$ cat config.mk
export PLATFORM = sky130hd
export DESIGN_NAME = ser_ddr_multi_flat
export DESIGN_NICKNAME = d
export VERILOG_FILES = /design/src/rtl/ser_pkg.sv /design/src/rtl/ser_ddr_multi_if.sv /design/src/rtl/ser_lane.sv /design/src/rtl/ser_ddr_multi.sv /design/src/flat_wrapper.sv
export SDC_FILE = /design/constraint.sdc
export NUM_CORES = 1
export LEC_CHECK = 0
export CAP_MARGIN = 20
export CELL_PAD_IN_SITES_DETAIL_PLACEMENT = 0
export CELL_PAD_IN_SITES_GLOBAL_PLACEMENT = 2
export CORE_UTILIZATION = 36
export CTS_CLUSTER_DIAMETER = 120
export DETAILED_ROUTE_END_ITERATION = 8
export PLACE_DENSITY = 0.91
export SETUP_SLACK_MARGIN = 0.02
export SLEW_MARGIN = 25
export SYNTH_ARGS = -nofsm -noshare
export SYNTH_HDL_FRONTEND = slang
export SYNTH_HIERARCHICAL = 1
export SYNTH_SLANG_ARGS = --single-unit
$ cat constraint.sdc
create_clock -name clk -period 4.3 [get_ports clk]
set_clock_uncertainty 0.2 [all_clocks]
set_input_delay 0.645 -clock clk [delete_from_list [all_inputs] [get_ports clk]]
set_output_delay 0.645 -clock clk [all_outputs]
set_load 0.01 [all_outputs]
$ cat src/rtl/ser_pkg.sv
// Shared types, constants and helpers for the multi-lane DDR serializer.
// PRBS7 stepping is used only when the top is built with SER_PRBS_EN.
package ser_pkg;

  localparam logic [6:0] PRBS7_SEED = 7'h7F;
  localparam int         PRBS_MAX_W = 64;

  // TMDS control-period symbols, usable as IDLE_WORD
  localparam logic [9:0] CTRL00 = 10'b1101010100;
  localparam logic [9:0] CTRL01 = 10'b0010101011;
  localparam logic [9:0] CTRL10 = 10'b0101010100;
  localparam logic [9:0] CTRL11 = 10'b1010101011;

  typedef struct packed {
    logic [PRBS_MAX_W-1:0] bits;
    logic [6:0]            state;
  } prbs7_res_t;

  function automatic int beats_of(input int word_w);
    return word_w / 2;
  endfunction

  // x^7+x^6+1, bit i of the result is the i-th generated bit
  function automatic prbs7_res_t prbs7_step(input logic [6:0] state, input int n);
    prbs7_res_t res;
    logic [6:0] s;
    logic       nb;
    res = '0;
    s   = state;
    nb  = 1'b0;
    for (int i = 0; i < PRBS_MAX_W; i++) begin
      if (i < n) begin
        nb         = s[6] ^ s[5];
        s          = {s[5:0], nb};
        res.bits[i] = nb;
      end
    end
    res.state = s;
    return res;
  endfunction

endpackage

$ cat src/rtl/ser_ddr_multi_if.sv
// Parallel word handshake into the serializer: source is master, serializer is slave.
interface ser_ddr_multi_if #(
  parameter int DATA_W = 30
) ();
  logic              s_valid;
  logic              s_ready;
  logic [DATA_W-1:0] s_data;

  modport master (output s_valid, output s_data, input s_ready);
  modport slave  (input s_valid, input s_data, output s_ready);
endinterface

$ cat src/rtl/ser_lane.sv
// One lane: WORD_W shift register, loads a word then shifts 2 bits per clk.
// rise/fall taps come straight from flops so they can feed an ODDR2 directly.
module ser_lane #(
  parameter int WORD_W = 10
) (
  input  logic              clk,
  input  logic              rst,
  input  logic              load,
  input  logic [WORD_W-1:0] load_word,
  output logic              rise,
  output logic              fall
);

  logic [WORD_W-1:0] sh_q, sh_d;

  always_comb begin
    sh_d = sh_q >> 2;
    if (load) begin
      sh_d = load_word;
    end
  end

  always_ff @(posedge clk) begin
    if (rst) begin
      sh_q <= '0;
    end else begin
      sh_q <= sh_d;
    end
  end

  assign rise = sh_q[0];
  assign fall = sh_q[1];

endmodule

$ cat src/rtl/ser_ddr_multi.sv
// N-lane parallel-to-serial engine with a one-word holding buffer and IDLE insertion.
// Optional SER_PRBS_EN adds a prbs_en input that replaces the payload with PRBS7.
module ser_ddr_multi
  import ser_pkg::*;
#(
  parameter int                NUM_CH    = 3,
  parameter int                WORD_W    = 10,
  parameter logic [WORD_W-1:0] IDLE_WORD = WORD_W'(CTRL00)
) (
  input  logic                 clk,
  input  logic                 rst,
`ifdef SER_PRBS_EN
  input  logic                 prbs_en,
`endif
  ser_ddr_multi_if.slave       bus,
  input  logic                 uf_clr,
  output logic [NUM_CH-1:0]    ser_rise,
  output logic [NUM_CH-1:0]    ser_fall,
  output logic                 frame_start,
  output logic                 underflow,
  output logic                 uf_sticky
);

  localparam int BEATS  = beats_of(WORD_W);
  localparam int CNT_W  = (BEATS > 1) ? $clog2(BEATS) : 1;
  localparam int DATA_W = NUM_CH * WORD_W;

  logic [CNT_W-1:0]  cnt_q, cnt_d;
  logic [DATA_W-1:0] hold_q, hold_d;
  logic              full_q, full_d;
  logic              frame_start_q, frame_start_d;
  logic              underflow_q, underflow_d;
  logic              uf_sticky_q, uf_sticky_d;

  logic load;
  logic consume;
  logic accept;
  logic uf_event;
  logic prbs_mode;
  logic [WORD_W-1:0] lane_word [NUM_CH];

`ifdef SER_PRBS_EN
  logic [6:0]        prbs_q, prbs_d;
  logic [WORD_W-1:0] prbs_word;
  prbs7_res_t        prbs_res;

  assign prbs_mode = prbs_en;

  always_comb begin
    prbs_res  = prbs7_step(prbs_q, WORD_W);
    prbs_word = prbs_res.bits[WORD_W-1:0];
    prbs_d    = prbs_q;
    if (load && prbs_mode) begin
      prbs_d = prbs_res.state;
    end
  end

  always_ff @(posedge clk) begin
    if (rst) begin
      prbs_q <= PRBS7_SEED;
    end else begin
      prbs_q <= prbs_d;
    end
  end
`else
  assign prbs_mode = 1'b0;
`endif

  assign load     = (cnt_q == CNT_W'(BEATS - 1));
  // PRBS symbols leave the holding buffer untouched
  assign consume  = load & ~prbs_mode;
  assign bus.s_ready = ~full_q | consume;
  assign accept   = bus.s_valid & bus.s_ready;
  assign uf_event = consume & ~full_q;

  always_comb begin
    cnt_d         = load ? '0 : cnt_q + CNT_W'(1);
    hold_d        = accept ? bus.s_data : hold_q;
    full_d        = full_q;
    if (consume) begin
      full_d = 1'b0;
    end
    if (accept) begin
      full_d = 1'b1;
    end
    frame_start_d = load;
    underflow_d   = uf_event;
    uf_sticky_d   = uf_event | (uf_sticky_q & ~uf_clr);
  end

  always_ff @(posedge clk) begin
    if (rst) begin
      cnt_q         <= '0;
      hold_q        <= '0;
      full_q        <= 1'b0;
      frame_start_q <= 1'b0;
      underflow_q   <= 1'b0;
      uf_sticky_q   <= 1'b0;
    end else begin
      cnt_q         <= cnt_d;
      hold_q        <= hold_d;
      full_q        <= full_d;
      frame_start_q <= frame_start_d;
      underflow_q   <= underflow_d;
      uf_sticky_q   <= uf_sticky_d;
    end
  end

  // The shift register sees the old hold on a load; a same-cycle accept never bypasses.
  for (genvar gi = 0; gi < NUM_CH; gi++) begin : g_lane
`ifdef SER_PRBS_EN
    assign lane_word[gi] = prbs_mode ? prbs_word :
                           full_q    ? hold_q[gi*WORD_W +: WORD_W] : IDLE_WORD;
`else
    assign lane_word[gi] = full_q ? hold_q[gi*WORD_W +: WORD_W] : IDLE_WORD;
`endif

    ser_lane #(
      .WORD_W (WORD_W)
    ) u_lane (
      .clk       (clk),
      .rst       (rst),
      .load      (load),
      .load_word (lane_word[gi]),
      .rise      (ser_rise[gi]),
      .fall      (ser_fall[gi])
    );
  end

  assign frame_start = frame_start_q;
  assign underflow   = underflow_q;
  assign uf_sticky   = uf_sticky_q;

endmodule

$ cat src/flat_wrapper.sv
// flat-port wrapper written by rule: the top's interface ports become plain ports
module ser_ddr_multi_flat import ser_pkg::*;
#(
  parameter int                NUM_CH    = 3,
  parameter int                WORD_W    = 10,
  parameter logic [WORD_W-1:0] IDLE_WORD = WORD_W'(CTRL00)
)
  (clk, rst, uf_clr, ser_rise, ser_fall, frame_start, underflow, uf_sticky, bus_s_valid, bus_s_data, bus_s_ready);
  ser_ddr_multi_if #(.DATA_W((NUM_CH * (10)))) bus_i ();
  input  logic clk;
  input  logic rst;
  input  logic uf_clr;
  output logic [NUM_CH-1:0] ser_rise;
  output logic [NUM_CH-1:0] ser_fall;
  output logic frame_start;
  output logic underflow;
  output logic uf_sticky;
  input wire logic [$bits(bus_i.s_valid)-1:0] bus_s_valid;
  input wire logic [$bits(bus_i.s_data)-1:0] bus_s_data;
  output wire logic [$bits(bus_i.s_ready)-1:0] bus_s_ready;
  assign bus_i.s_valid = bus_s_valid;
  assign bus_i.s_data = bus_s_data;
  assign bus_s_ready = bus_i.s_ready;
  ser_ddr_multi #(.NUM_CH(NUM_CH), .WORD_W(WORD_W), .IDLE_WORD(IDLE_WORD)) u_core (.clk(clk), .rst(rst), .bus(bus_i), .uf_clr(uf_clr), .ser_rise(ser_rise), .ser_fall(ser_fall), .frame_start(frame_start), .underflow(underflow), .uf_sticky(uf_sticky));
endmodule
* Word-level counts from Yosys, hierarchy flattened
Cells that the tools add are included.
Word-level totals: output and inout port bits 10, word-level logic and storage cells 33, flip-flop bits (word level) 67
Cells by class: reduce and logical (&&, ||, !) cells 3, $add $sub $neg 1, bitwise operators 8, mux-type cells 8, equality and inequality tests 1
Operators with widths (count):
- $mux 10 | 3
- $mux 8 | 3
- $reduce_or 2->1 | 2
- $add 3x1->3 const B | 1
- $and 1x1->1 | 3
- $eq 3x3->1 const B | 1
- $not 1->1 | 3
- $mux 1 | 2
- $or 1x1->1 | 2
- $reduce_bool 2->1 | 1

* Logic depth before layout (Yosys ltp)
Gate-level depths: netlist of run 1.
word-level depth 4, depth in mapped cells 7, mapped depth without buffers 6

* Cells and area by module
The synthesis of run 1 kept the hierarchy.
By module, submodules not included:
- ser_ddr_multi | times used 1, cells each 190, area an instance 1811.7 um^2, seq. area each 740.7 um^2
- ser_lane | times used 3, cells each 30, area an instance 349.1 um^2, seq. area each 200.2 um^2

* Worst setup path after synthesis of run 1
Ideal clock, no wire load.
path kind flip-flop to output port, start point register u_core.cnt_q[0], end point output bus_s_ready, cell stages (with the launch flop) 5, path slack 2.642 ns, data arrival time 0.813 ns, path buffers 0, cell sequence dfxtp_1 -> inv_1 -> ha_1 -> nand2_2 -> nand2_1
Between the ends: longest elaborated chain between the ends 2
Ends and longest elaborated chain:
- start, declared | line ser_ddr_multi.sv:28 | logic [CNT_W-1:0] cnt_q, cnt_d;
- start signal, assigned | line ser_ddr_multi.sv:100 | cnt_q <= cnt_d;
- $eq 3x3->1 | line ser_ddr_multi.sv:69 | assign load = (cnt_q == CNT_W'(BEATS - 1));
- $or 1x1->1 | line ser_ddr_multi.sv:72 | assign bus.s_ready = ~full_q | consume;
- end, declared | line flat_wrapper.sv:20 | output wire logic [$bits(bus_i.s_ready)-1:0] bus_s_ready;
Every way passes these cells.

* Worst setup path after layout of run 1
start point register u_core.cnt_q[0], end point register u_core.g_lane[0].u_lane.sh_q[4]
Between the ends: longest elaborated chain between the ends 2
Ends and longest elaborated chain:
- $eq 3x3->1 | line ser_ddr_multi.sv:69
- named net u_core.consume | line ser_ddr_multi.sv:36 | logic consume;
- $mux 8 | line ser_lane.sv:18 | if (load) begin
- end signal, assigned | line ser_lane.sv:25 | sh_q <= '0;
- end signal, assigned | line ser_lane.sv:27 | sh_q <= sh_d;
- end, declared | line ser_lane.sv:14 | logic [WORD_W-1:0] sh_q, sh_d;
The timed path passes the listed nets, and every way through them passes these cells. A chain may end at the register's enable or synchronous reset.

==> results.tsv, run 1 <==
metric	value	unit
starting density of the core	37.19	%
1st-pass router iterations	5	
Synth area leaders	dfxtp_1 47%, mux2i_1 19%, nand2b_1 15%	
HPWL Detailed	2853	µm
# rows	32	
TritonCTS clock tree	done	
post-cts repair resize count	0	
CP endpoint kind	flop	
clk sinks	67	
synthesized area	2859	µm²
Hold Crit Class	reg2reg	
post-synth cell types	21	
VDD IR max	0.0001610	V
Final GP Congestion	0.7171	
largest net degree at the start of global routing	61	
grt total ovfl	0	
Final #Nets	355	
Pwr per Cell Area	412.2	nW/µm²
DRT Wirelength	4702	µm
Max-slew headroom	34.25	%
CP Data Arrival Time	2.62	ns
Syn. warnings	6	
max-cap viol count	0	
R2R depth	7	
post-synthesis net count	316	
crit start category	flop	
Setup Total Neg Slack	0	ns
die height	91.12	µm
die area	8302	µm²
crit-path max FO	24	
minimum clock period	2.631	ns
period utilisation layout	61.18	%
Reg clk slew, reported paths	0.08	ns
first-pass GRT wire length	8176	µm
flop2flop setup slack	1.67	ns
hold wc startpoint	u_core/g_lane[1].u_lane/sh_q[9]	
boundary pin count	44	
total power	1474	µW
leakage power total	0.001364	µW
Inst Count DP	410	
area share of the largest cell type after synthesis	46.91	%
Antenna Cells	0	
core area	7687	µm²
post-synth top area cell	dfxtp_1	
vias per inst	4.359	
Slew @ Worst Pin	0.9803	ns
CTS buffer count	9	
RSZ-0062 raised after global routing	false	
vias	1857	
max-slew violations	0	
Routed Antenna Nets	0	
status	finished, final reports clean	
most frequent cells in the layout	70 x nand2b_1, 67 x dfxtp_1, 55 x mux2i_1, 42 x clkdlybuf4s50_1, 28 x nor2_1	
final std cells w/o fill	426	
Worst Path Required	4.29	ns
sequential fraction of the synthesis area	46.91	%
Global Route Usage Sum	12.59	%
DRC viols	0	
final-report hold violation count	0	
Worst R2R End	u_core/g_lane[0].u_lane/sh_q[4]	
register bit count reported by yosys	67	
Die W	91.12	µm
post-CTS setup buffer count	0	
maximum clock path buffer count	2	
port bufs	43	
root buf cell	clkbuf_8	
worst skew pair latency	0.33	ns
ratio of cells with drive above 1 in the final layout	8.951	%
Post-Syn Instances	280	
H-tree depth	3	
commonest non-fill, non-tap cell in the layout	nand2b_1	
drt wl/cell	11.04	µm
max frequency	380.1	MHz
CP startpoint	u_core/cnt_q[0]	
WS Path Type	reg2reg	
cts hold-fix bufs	0	
number of global-route vias before repair	1833	
syn_area_per_cell	10.21	µm²
end of the critical path	u_core/g_lane[0].u_lane/sh_q[4]	
RR Startpoint	u_core/cnt_q[0]	
antenna violations before repair	0	
endpoints failing setup	0	
initial drt markers	75	
hold path cells	2	
Layout area overhead	25.12	%
==> worst min-delay path by stage <==
stage          slack [ns]                               to
2_1_floorplan        0.23                  u_core/cnt_q[0]
3_3_place_gp         0.24  u_core/g_lane[1].u_lane/sh_q[4]
3_5_place_dp         0.25  u_core/g_lane[1].u_lane/sh_q[7]
4_1_cts              0.26  u_core/g_lane[1].u_lane/sh_q[7]
5_1_grt              0.28  u_core/g_lane[1].u_lane/sh_q[7]
6_report             0.26  u_core/g_lane[1].u_lane/sh_q[7]
==> cell families after synthesis <==
group                      after synthesis  share of synthesized area, %
adders and majority gates                2                        0.8751
AOI/OAI and AO/OA                        3                         1.050
and+or+nand+nor                        130                         26.87
DFF                                     67                         46.91
muxes                                   55                         19.26
buffers and inverters                   23                         5.032
==> layer usage <==
layer,vias to the layer above,GRT usage [%],share of wire [%],wire (µm)
met1,841,15.00,49,2281
met4,0,7.540,1.3,60
met5,-,0,0,0
met2,34,20.27,46,2173
met3,6,3.350,4.0,187
li1,976,-,-,-
==> through the flow <==
step                      setup slack, ns  hold WS (ns)  instance area (µm²)  util [%]
after CTS                           1.762        0.2564                 3577     46.53
after floorplan                     2.642        0.2323                 2859         -
final                               1.669        0.2556                 3577     46.53
after global routing                1.488        0.2761                 3577     46.53
after global placement              1.597        0.2398                 3313     43.10
after detailed placement            1.559        0.2486                 3313     43.10
==> report_power, final <==
part           switching (µW)  internal [µW]
sequential               10.7            646
combinational            57.2           77.7
clock                     240            443
==> cell type report <==
class	count	area, µm²
repair buffers	47	455.4
well taps	102	127.6
clock buffers	9	123.9
inverters	4	15.01
multi-input cells	190	1374
flip-flops and latches	67	1341
clock inverters	7	140.1
fillers	745	4110
==> Yosys cell counts <==
master and n:
buf_4 3, nor3_1 2, nor2b_1 1, buf_2 1
nand2_2 1, o22ai_1 1, nor3b_1 1, ha_1 2
dfxtp_1 67, buf_6 6, nand2b_1 70, inv_1 4
nand2_1 1, clkbuf_1 9, a21boi_4 1, and2_1 15
nor2_1 28, and3b_2 6, or2b_1 5, mux2i_1 55
a21oi_1 1
==> sequential cells by signal, indices dropped and copies added, names as in the netlist <==
register                   flops
u_core/g_lane.u_lane/sh_q     30
u_core/hold_q                 30
u_core/cnt_q                   3
u_core/frame_start             1
u_core/full_q                  1
u_core/uf_sticky               1
u_core/underflow               1
==> worst max-delay path, cell delays in order, from the launching register on <==
cell and delay (ns):
dfxtp_1 0.36, inv_1 0.06, ha_1 0.21, nand2_2 0.15, clkinv_1 0.79, buf_4 0.50, mux2i_1 0.16, nor2_1 0.05
No activity file was read; power rests on OpenSTA's default activity.
==> run 2, diff against run 1 <==
Settings changed: CORE_UTILIZATION 36 to 30, PLACE_DENSITY 0.91 to 0.82.
Clock period 4.3 ns to 2.14 ns, I/O delays scaled along.
==> run 2 against run 1 <==
Final area increased by 0.63%; utilization decreased by 7.6 points; die area increased by 20%; critical path type is now reg2out; global-route usage decreased by 1.7 points; largest power group is now sequential cells; combinational power increased by 110%; sequential share of layout area decreased by 0.23 points; sequential power increased by 100%; worst hold slack got worse by 0.062 ns; power increased by 79%; largest cell class unchanged; critical endpoint is now bus_s_ready; register-to-register slack got worse by 1.2 ns; critical path depth decreased by 2.
==> results.tsv, run 2 (synthesized netlist as in run 1, its figures left out) <==
metric	value	unit	change
status	finished, final reports clean		
RSZ-0062 raised after global routing	false		
1st-pass router iterations	4		-1
met3 Resource Use GR	2.600	%	-0.75 points
max frequency	527.7	MHz	
CP endpoint kind	primary output		
Placed Area	3400	µm²	+2.6%
most frequent cells in the layout	70 x nand2b_1, 67 x dfxtp_1, 55 x mux2i_1, 41 x clkdlybuf4s50_1, 28 x nor2_1		
Global Route Usage Sum	10.84	%	-1.7 points
TritonCTS clock tree	done		
grt total ovfl	0		unchanged
Final Cell Area	3600	µm²	+0.63%
number of global-route vias before repair	1940		+5.8%
DRT Wirelength	4805	µm	+2.2%
root buf cell	clkbuf_8		
HPWL Detailed	2965	µm	+3.9%
max-cap viol count	0		unchanged
M2 GR Usage	17.41	%	-2.9 points
sequential cell area	1341	µm²	unchanged
Max-slew headroom	77.41	%	+43 points
delay-heaviest family, CP	flip-flops		
VDD IR max	0.0002560	V	+59%
Die W	99.62	µm	+9.3%
die height	99.62	µm	+9.3%
max-slew violations	0		unchanged
CP Data Arrival Time	1.37	ns	-1.25 ns
leakage power total	0.001375	µW	+0.82%
H-tree depth	3		unchanged
maximum clock path buffer count	2		unchanged
endpoints failing setup	0		unchanged
Pwr per Cell Area	731.6	nW/µm²	+78%
first-pass GRT wire length	8473	µm	+3.6%
Layout area overhead	25.91	%	
die area	9924	µm²	+20%
ratio of cells with drive above 1 in the final layout	8.923	%	-0.028 points
crit start category	flop		
Final GP Congestion	0.6580		-8.2%
Hold Crit Class	in2reg		
minimum clock period	1.895	ns	
boundary pin count	44		unchanged
clk sinks	67		unchanged
drt wl/cell	10.58	µm	-4.1%
Antenna Cells	0		unchanged
Slew @ Worst Pin	0.3389	ns	-0.6414 ns
crit-path max FO	7		-71%
Final #Nets	357		+0.56%
CTS buffer count	9		unchanged
starting density of the core	30.94	%	-6.2 points
Inst Count DP	439		+7.1%
met1 GRT Util	13.45	%	-1.6 points
Reg clk slew, reported paths	0.06	ns	-0.02 ns
# rows	35		+9.4%
busiest grt layer	met2		
Crit path buffers/inverters	2		-1
WS Path Type	reg2out		
worst skew pair latency	0.33	ns	about the same
Max stage delay on crit path	0.36	ns	-0.43 ns
Largest regs	u_core/g_lane.u_lane/sh_q x30, u_core/hold_q x30, u_core/cnt_q x3		
initial drt markers	32		-57%
port bufs	43		unchanged
Setup Total Neg Slack	0	ns	unchanged
Filler cells	941		+26%
final std cells w/o fill	454		+6.6%
CP max stage cell	dfxtp_1		
Worst Path Required	1.62	ns	-2.67 ns
largest net degree at the start of global routing	60		-1.6%
Routed Antenna Nets	0		unchanged
crit-path cells	inv_1 > ha_2 > nand2_4 > nand2_1 > dlygate4sd2_1		
vias per inst	4.013		-7.9%
DRC viols	0		unchanged
core area	9240	µm²	+20%
antenna violations before repair	0		unchanged
total power	2634	µW	+79%
multi-input logic area	1381	µm²	+0.55%
final-report hold violation count	0		unchanged
vias	1822		-1.9%
period utilisation layout	88.55	%	
cts hold-fix bufs	0		unchanged
commonest non-fill, non-tap cell in the layout	nand2b_1		
## run 2: cell types whose count changed in the layout (fill, tap and decap cells not counted), moves of 2 or more
| cell | delta |
|---|---|
| bufinv_16 | -3 |
| clkbuf_8 | +2 |
| buf_12 | +3 |
| clkinvlp_4 | -2 |
| clkbuf_1 | +2 |
## run 2: layout make-up
cell class                      count  area share, %
Clock buffer                       13          4.414
Clock inverter                      2         0.9732
Inverter                            4         0.4171
Multi-Input combinational cell    190          38.37
Sequential cell                    67          37.26
Tap cell                          129          4.484
Timing Repair Buffer               49          14.08
## run 2: worst reg2reg max path, delay by kind of cell (launching register included)
family                   cells  cell delay, ns
buffers and inverters        3            0.45
flip-flops                   1            0.33
multiplexers                 1            0.24
adder cells (fa/ha/maj)      1            0.20
AND/OR/NAND/NOR              2            0.14
## run 2: report_power, final
| group | leakage [µW] | total, µW | switching, µW | internal (µW) |
|---|---|---|---|---|
| combinational | 0.000730 | 283 | 118 | 166 |
| sequential | 0.000546 | 1320 | 22.4 | 1300 |
| clock | 0.0000995 | 1030 | 434 | 595 |
| total | 0.00137 | 2630 | 574 | 2060 |
## run 2: what timing repair did
action,4_1_cts,5_1_grt
resized for setup,3,0
setup endpoints to repair,1,0
buffers inserted,0,0
## run 2: final timing paths
kind	startpoint	end	slack, ns	cells past startpoint
min	rst	u_core/hold_q[18]	0.19	3
max	u_core/cnt_q[0]	bus_s_ready	0.25	5
max reg2reg	u_core/cnt_q[0]	u_core/g_lane[2].u_lane/sh_q[1]	0.47	7
min reg2reg	u_core/g_lane[1].u_lane/sh_q[7]	u_core/g_lane[1].u_lane/sh_q[5]	0.26	2
## run 2: through the flow
stage	utilization (%)	hold WS, ns	setup WS, ns
2_1_floorplan	-	0.2323	0.6441
3_3_place_gp	36.79	0.2445	0.3391
3_5_place_dp	36.79	0.2535	0.3040
4_1_cts	38.96	0.1805	0.2161
5_1_grt	38.96	0.2185	0.1403
6_report	38.96	0.1939	0.2450
## run 2: routing by layer
layer | vias to the layer above | wire length (µm) | share of wire, %
met1 | 811 | 2423 | 50
li1 | 977 | - | -
met4 | 0 | 66 | 1.4
met5 | - | 0 | 0
met2 | 28 | 2153 | 45
met3 | 6 | 161 | 3.4
